**config.mk**
```make
export PLATFORM = sky130hd
export DESIGN_NAME = lcd_refresh_ctrl
export DESIGN_NICKNAME = d
export VERILOG_FILES = /design/src/rtl/lcd_pkg.sv /design/src/rtl/refresh_tick_gen.sv /design/src/rtl/lcd_refresh_ctrl.sv
export SDC_FILE = /design/constraint.sdc
export NUM_CORES = 1
export LEC_CHECK = 0
export ABC_AREA = 1
export BUFFER_PORTS_ARGS = -buffer_cell sky130_fd_sc_hd__buf_2
export CAP_MARGIN = 0
export CORE_ASPECT_RATIO = 2
export CORE_MARGIN = 2
export CORE_UTILIZATION = 55
export DETAILED_ROUTE_END_ITERATION = 10
export HOLD_SLACK_MARGIN = 0.12
export MAX_ROUTING_LAYER = met4
export PLACE_DENSITY_LB_ADDON = 0.05
export SKIP_LAST_GASP = 1
export SYNTH_ARGS = -nofsm -noshare
export SYNTH_HDL_FRONTEND = slang
export SYNTH_SLANG_ARGS = --single-unit
```
**constraint.sdc**
```tcl
create_clock -name i_clk -period 3.7 [get_ports i_clk]
set_clock_uncertainty 0.2 [all_clocks]
set_input_delay 0.74 -clock i_clk [delete_from_list [all_inputs] [get_ports i_clk]]
set_output_delay 0.74 -clock i_clk [all_outputs]
set_load 0.01 [all_outputs]
```
**src/rtl/lcd_pkg.sv**
```systemverilog
// Shared types and constants for the LCD refresh controller.
// Optional INIT sequence guarded by LCD_REFRESH_INIT_SEQ_EN.
package lcd_pkg;

  localparam logic [7:0] LCD_CMD_LINE1 = 8'h80;
  localparam logic [7:0] LCD_CMD_LINE2 = 8'hC0;
  localparam logic [7:0] LCD_ASCII_SPACE = 8'h20;

  typedef enum logic [2:0] {
    ST_IDLE,
    ST_CMD1,
    ST_DATA1,
    ST_CMD2,
    ST_DATA2,
    ST_DONE
`ifdef LCD_REFRESH_INIT_SEQ_EN
    , ST_INIT
`endif
  } lcd_state_e;

`ifdef LCD_REFRESH_INIT_SEQ_EN
  localparam logic [1:0] LCD_INIT_LAST = 2'd3;

  // Function set 8-bit/2-line, display on,
  // entry mode increment, clear display.
  function automatic logic [7:0] lcd_init_cmd(
    input logic [1:0] i
  );
    logic [7:0] c;
    c = 8'h38;
    unique case (i)
      2'd0: c = 8'h38;
      2'd1: c = 8'h0C;
      2'd2: c = 8'h06;
      2'd3: c = 8'h01;
      default: c = 8'h38;
    endcase
    return c;
  endfunction
`endif

endpackage

```
**src/rtl/refresh_tick_gen.sv**
```systemverilog
// Free-running refresh counter, one-cycle tick every REFRESH_CYCLES.
// Ports: i_clk, i_rst_n (sync, active-low), o_tick.
module refresh_tick_gen #(
  parameter int unsigned REFRESH_CYCLES = 5_000_000
) (
  input  logic i_clk,
  input  logic i_rst_n,
  output logic o_tick
);

  localparam int unsigned CW = $clog2(REFRESH_CYCLES);
  localparam logic [CW-1:0] LAST = CW'(REFRESH_CYCLES - 1);

  logic [CW-1:0] cnt_q;
  logic [CW-1:0] cnt_d;

  assign o_tick = (cnt_q == LAST);

  always_comb begin
    cnt_d = cnt_q + 1'b1;
    if (o_tick) cnt_d = '0;
  end

  always_ff @(posedge i_clk) begin
    if (!i_rst_n) cnt_q <= '0;
    else          cnt_q <= cnt_d;
  end

endmodule

```
**src/rtl/lcd_refresh_ctrl.sv**
```systemverilog
// Sequences two snapshotted text lines into a byte-wide LCD bus.
// Ports: i_clk, i_rst_n, i_line1/2, i_update, o_lcd_valid/rs/data,
// i_lcd_ready, o_busy, o_frame_done. Option: LCD_REFRESH_INIT_SEQ_EN.
module lcd_refresh_ctrl
  import lcd_pkg::*;
#(
  parameter int unsigned REFRESH_CYCLES = 5_000_000,
  parameter int unsigned COLS = 16
) (
  input  logic            i_clk,
  input  logic            i_rst_n,
  input  logic [COLS*8-1:0] i_line1,
  input  logic [COLS*8-1:0] i_line2,
  input  logic            i_update,
  output logic            o_lcd_valid,
  output logic            o_lcd_rs,
  output logic [7:0]      o_lcd_data,
  input  logic            i_lcd_ready,
  output logic            o_busy,
  output logic            o_frame_done
);

  localparam int unsigned IDX_W = $clog2(COLS);
  localparam int unsigned LW = COLS * 8;
  localparam logic [IDX_W-1:0] IDX_LAST = IDX_W'(COLS - 1);

  lcd_state_e state_q, state_d;
  logic [IDX_W-1:0] idx_q, idx_d;
  logic pend_q, pend_d;
  logic [LW-1:0] snap1_q, snap1_d;
  logic [LW-1:0] snap2_q, snap2_d;
  logic valid_q, valid_d;
  logic rs_q, rs_d;
  logic [7:0] data_q, data_d;
  logic busy_q, busy_d;
  logic done_q, done_d;
`ifdef LCD_REFRESH_INIT_SEQ_EN
  logic init_done_q, init_done_d;
  logic [1:0] iidx_q, iidx_d;
`endif

  logic tick;
  logic accept;
  logic trig;

  refresh_tick_gen #(
    .REFRESH_CYCLES(REFRESH_CYCLES)
  ) u_tick (
    .i_clk  (i_clk),
    .i_rst_n(i_rst_n),
    .o_tick (tick)
  );

  assign accept = valid_q & i_lcd_ready;
  assign trig   = tick | i_update | pend_q;

  // Column 0 lives in the top byte of the packed line.
  function automatic logic [7:0] col_of(
    input logic [LW-1:0] s,
    input logic [IDX_W-1:0] i
  );
    logic [7:0] b;
    b = LCD_ASCII_SPACE;
    for (int c = 0; c < COLS; c++) begin
      if (i == IDX_W'(c)) b = s[(COLS-1-c)*8 +: 8];
    end
    return b;
  endfunction

  always_ff @(posedge i_clk) begin
    if (!i_rst_n) begin
      state_q <= ST_IDLE;
      idx_q   <= '0;
      pend_q  <= 1'b0;
      snap1_q <= '0;
      snap2_q <= '0;
      valid_q <= 1'b0;
      rs_q    <= 1'b0;
      data_q  <= 8'h00;
      busy_q  <= 1'b0;
      done_q  <= 1'b0;
`ifdef LCD_REFRESH_INIT_SEQ_EN
      init_done_q <= 1'b0;
      iidx_q      <= '0;
`endif
    end else begin
      state_q <= state_d;
      idx_q   <= idx_d;
      pend_q  <= pend_d;
      snap1_q <= snap1_d;
      snap2_q <= snap2_d;
      valid_q <= valid_d;
      rs_q    <= rs_d;
      data_q  <= data_d;
      busy_q  <= busy_d;
      done_q  <= done_d;
`ifdef LCD_REFRESH_INIT_SEQ_EN
      init_done_q <= init_done_d;
      iidx_q      <= iidx_d;
`endif
    end
  end

  always_comb begin
    state_d = state_q;
    idx_d   = idx_q;
    pend_d  = pend_q;
    snap1_d = snap1_q;
    snap2_d = snap2_q;
`ifdef LCD_REFRESH_INIT_SEQ_EN
    init_done_d = init_done_q;
    iidx_d      = iidx_q;
`endif
    // Any trigger outside IDLE is remembered once.
    if (state_q != ST_IDLE) pend_d = pend_q | tick | i_update;
    unique case (state_q)
      ST_IDLE: begin
`ifdef LCD_REFRESH_INIT_SEQ_EN
        if (!init_done_q) begin
          state_d = ST_INIT;
          iidx_d  = '0;
          pend_d  = pend_q | tick | i_update;
        end else
`endif
        if (trig) begin
          state_d = ST_CMD1;
          pend_d  = 1'b0;
          snap1_d = i_line1;
          snap2_d = i_line2;
        end
      end
      ST_CMD1: begin
        if (accept) begin
          state_d = ST_DATA1;
          idx_d   = '0;
        end
      end
      ST_DATA1: begin
        if (accept) begin
          if (idx_q == IDX_LAST) begin
            state_d = ST_CMD2;
            idx_d   = '0;
          end else begin
            idx_d = idx_q + 1'b1;
          end
        end
      end
      ST_CMD2: begin
        if (accept) begin
          state_d = ST_DATA2;
          idx_d   = '0;
        end
      end
      ST_DATA2: begin
        if (accept) begin
          if (idx_q == IDX_LAST) begin
            state_d = ST_DONE;
            idx_d   = '0;
          end else begin
            idx_d = idx_q + 1'b1;
          end
        end
      end
      ST_DONE: state_d = ST_IDLE;
`ifdef LCD_REFRESH_INIT_SEQ_EN
      ST_INIT: begin
        if (accept) begin
          if (iidx_q == LCD_INIT_LAST) begin
            state_d     = ST_IDLE;
            init_done_d = 1'b1;
          end else begin
            iidx_d = iidx_q + 1'b1;
          end
        end
      end
`endif
      default: state_d = ST_IDLE;
    endcase
  end

  // Outputs are decoded from the next state so they register
  // alongside it and hold while the state holds.
  always_comb begin
    valid_d = 1'b0;
    rs_d    = 1'b0;
    data_d  = 8'h00;
    busy_d  = (state_d != ST_IDLE);
    done_d  = (state_d == ST_DONE);
    unique case (state_d)
      ST_CMD1: begin
        valid_d = 1'b1;
        data_d  = LCD_CMD_LINE1;
      end
      ST_DATA1: begin
        valid_d = 1'b1;
        rs_d    = 1'b1;
        data_d  = col_of(snap1_q, idx_d);
      end
      ST_CMD2: begin
        valid_d = 1'b1;
        data_d  = LCD_CMD_LINE2;
      end
      ST_DATA2: begin
        valid_d = 1'b1;
        rs_d    = 1'b1;
        data_d  = col_of(snap2_q, idx_d);
      end
`ifdef LCD_REFRESH_INIT_SEQ_EN
      ST_INIT: begin
        valid_d = 1'b1;
        data_d  = lcd_init_cmd(iidx_d);
      end
`endif
      default: ;
    endcase
  end

  assign o_lcd_valid  = valid_q;
  assign o_lcd_rs     = rs_q;
  assign o_lcd_data   = data_q;
  assign o_busy       = busy_q;
  assign o_frame_done = done_q;

endmodule

```
==> flow_summary.toml <==
[logic_synthesis]
synthAdderAreaFrac = 0.001931
syn-num-nets = 2105
synth_ff_type = "dfxtp_1"
synth-xor-area-share = 0.002703
ys_async_sr_fraction = 0
synth_top_family_by_area = "simple AND/OR/NAND/NOR gates"
yosys.area_share.simple = 0.2951
synthDistinctLibCells = 43
ys_ff_latch = 299
synth_mux_area_frac = 0
syn_area_um2 = 12960
synthesis.instances = 1843
ys_warn_count = 0
seq_area_frac_synth = 0.4619
synth_enable_flop_cells = 0
syn_avg_cell_area_um2 = 7.032
synth_compound_area_frac = 0.1606

[route]
remaining_drc_errors = 0
ant_nets = 0
via_per_inst = 5.403
wire_per_inst_um = 17.30
drtPass1Iterations = 6
vias = 12740
drt_iter0_drc = 879
drt-total-wl_um = 40800

[power_and_ir_drop]
p_int_w = 0.005297
leakagePower_nw = 6.762
clkPwrFrac = 0.340
switching_share = 0.2854
vdd_drop_max_mv = 0.5265
power_density_nw_per_um2 = 486.0
pwr-share-seq = 0.505
p_sw_w = 0.002115
comb_power_share = 0.154

[cts]
clockBufferDepth = 3
ctsResizeCount = 0
holdBufCountCts = 0
clk_pin_slew_worst_paths_ps = 70
postCtsSetupBuffers = 0
cts_tree = "yes"
ctsHtreeMaxLevel = 1
cts_inserted_buffers = 25
clock-sinks = 299
clock-root-buffer = "clkbuf_16"
clk_latency_ps = 550

[status]
status = "finished, final reports clean"

[placement]
place.port_buffers = 271
hpwl_um = 31450
routabilityCongestion = 0.9840

[setup_path]
r2r-start = "idx_q[0]"
cp-start-kind = "flop"
cp.arrival_ps = 3640
cp_max_fo = 6
rr_endpoint = "o_lcd_data[4]"
required_ps = 3890
reg2reg_slack_ps = 260
crit_chain = "ha_1, nand3_1, nor2_1, nor2_1, nand2_1, nand2_4, inv_2, nand2_4, buf_4, nor2_4, nand2_1, nand3_1, nor2_1, nand4_1, nor2_1, nand4_1, nor2_1, nand4_1, nand2_1, a21oi_1"
critical_path_class = "flop to flop"
critical_path.top_delay_family = "simple AND/OR/NAND/NOR gates"
cpMostUsedCell = "nor2_1"
cp-endpoint = "o_lcd_data[4]"
slowest_stage = "dfxtp_1"
critPathLaunch = "idx_q[0]"
slowest_delay_ps = 370
reg2regPathDepth = 20
path_depth = 20
worstPathBufferInverterCount = 2
endpoint_kind = "flop"

[worst_hold_path]
hold_path_class = "input pin to flop"

[timing]
slew_headroom = 0.5877
fin_crit_sh = 0.9300
tightest_slew_ps = 618.5
timing.final.crit_period_ps = 3441
final-setup-viol-count = 0
maxSlewViolCount = 0
finalHoldViolations = 0
rsz0062_at_grt = "false"
hold_slack_ps = 236.3
fmax_mhz = 290.6

[flow_run]
maxCapViolCount = 0

[cells_and_area]
fin_nets = 2318
syn_to_final_growth_pct = 17.69
layout-drive-gt1-share = 0.1942
diodes = 0
multiInputGateArea_um2 = 5977
utilization = 0.6566
regArea_um2 = 5986
fillers = 2138

[global_route]
grt_pass1_vias = 12220
antenna_found_initial = 0
overflow = 0
grt_max_degree = 148
grt_usage = 0.3283
grt_pass1_wl_um = 62470

[floorplan]
coreArea_um2 = 23230
die_w_um = 112.5
initial_core_util = 0.5579
io_pins = 272
die_h_um = 221.1
num_rows = 79
die_area_um2 = 24880
## tightest hold or removal path, cell delays in order
cell and delay [ps]:
buf_2 70, o21ai_0 70, nor2_1 70
## cell type report
type / instances / area share
Clock buffer: 39 / 0.04709
Clock inverter: 7 / 0.002953
Inverter: 141 / 0.03519
Multi-Input combinational cell: 1295 / 0.3919
Sequential cell: 299 / 0.3925
Tap cell: 283 / 0.02322
Timing Repair Buffer: 294 / 0.1072
## sequential cells by signal, summed over array words and instances (netlist names)
register / count
idx_q: 4
o_busy: 1
o_frame_done: 1
o_lcd_data: 8
o_lcd_rs: 1
o_lcd_valid: 1
pend_q: 1
snap1_q: 128
snap2_q: 128
state_q: 3
u_tick.cnt_q: 23
## cell usage in the layout (no fill, tap or decap), types with 2 or more instances in the layout
cell       count
inv_2         15
nand3b_1       2
buf_4         15
nor3b_1        3
nand2_2        6
nor2_1       464
nand3_2        6
a21oi_1      134
inv_1        123
buf_12         8
o21bai_1       2
o21ai_1        3
nor2_2         5
o21ai_0      270
dfxtp_1      299
nand3_1       70
clkbuf_1      10
xor2_1         3
ha_1           2
nor3_1         9
clkbuf_8       4
nand2_1      229
nand4_1       41
buf_2        270
inv_6          2
nor3_2         3
clkbuf_16     25
nand2_4        7
nor2_8         2
nor2_4        11
or2_2         11
clkinv_2       4
## worst min-delay path by stage
stage,from,end,cells after the start
floorplan,u_tick.cnt_q[0],u_tick.cnt_q[0],1
global placement,u_tick.cnt_q[0],u_tick.cnt_q[0],1
detailed placement,u_tick.cnt_q[9],u_tick.cnt_q[9],2
CTS,i_line2[91],snap2_q[91],3
global route,i_line1[110],snap1_q[110],3
finish,i_line1[87],snap1_q[87],3
## cell families (layout without fill, tap and decap cells)
family,count (synthesis),count (layout)
xor+xnor,4,4
compound gates,413,413
simple gates,876,876
flops,299,299
fa+ha+maj,2,2
buf+inv,249,481
## synthesized netlist by cell type (all sizes together) (2+ instances only)
| library cell | instances | area (µm²) |
|---|---|---|
| a21boi | 2 | 15.02 |
| a21oi | 134 | 670.6 |
| buf | 25 | 163.9 |
| clkbuf | 83 | 311.6 |
| dfxtp | 299 | 5986 |
| ha | 2 | 25.02 |
| inv | 140 | 528.0 |
| nand2 | 242 | 968.4 |
| nand3 | 77 | 427.9 |
| nand3b | 2 | 15.01 |
| nand4 | 42 | 269.0 |
| nor2 | 482 | 1934 |
| nor3 | 13 | 91.34 |
| nor3b | 3 | 22.52 |
| o21ai | 274 | 1375 |
| o21bai | 2 | 15.01 |
| or2 | 13 | 81.34 |
| xor2 | 3 | 26.28 |
## power groups by stage
stage / combinational (W) / clock [W] / sequential, W
detailed placement: 0.00113 / 0 / 0.00381
global placement: 0.00111 / 0 / 0.00381
CTS: 0.00114 / 0.00255 / 0.00374
finish: 0.00114 / 0.00252 / 0.00375
global route: 0.00129 / 0.00268 / 0.00377
floorplan: 0.000723 / 0 / 0.00373
## metal layers
metal / up-vias / global-route usage / part of all wire
met1: 5775 / 0.3357 / 0.35
li1: 6353 / - / -
met4: 0 / 0.2050 / 0.073
met2: 472 / 0.5965 / 0.53
met5: - / - / 0
met3: 140 / 0.02219 / 0.045
## through the flow
step | total power (W) | instances | area [µm²] | setup slack, ps | TNS [ps]
final | 0.007413 | 2358 | 15250 | 259.0 | 0
after global routing | 0.007736 | 2358 | 15250 | 161.4 | 0
after CTS | 0.007431 | 2358 | 15250 | 348.0 | 0
after detailed placement | 0.004945 | 2312 | 14490 | -109.0 | -109.0
after global placement | 0.004920 | 2312 | 14490 | -72.29 | -72.29
after floorplan | 0.004452 | 1843 | 12960 | 976.7 | 0
No activity file was read; power rests on OpenSTA's default activity.
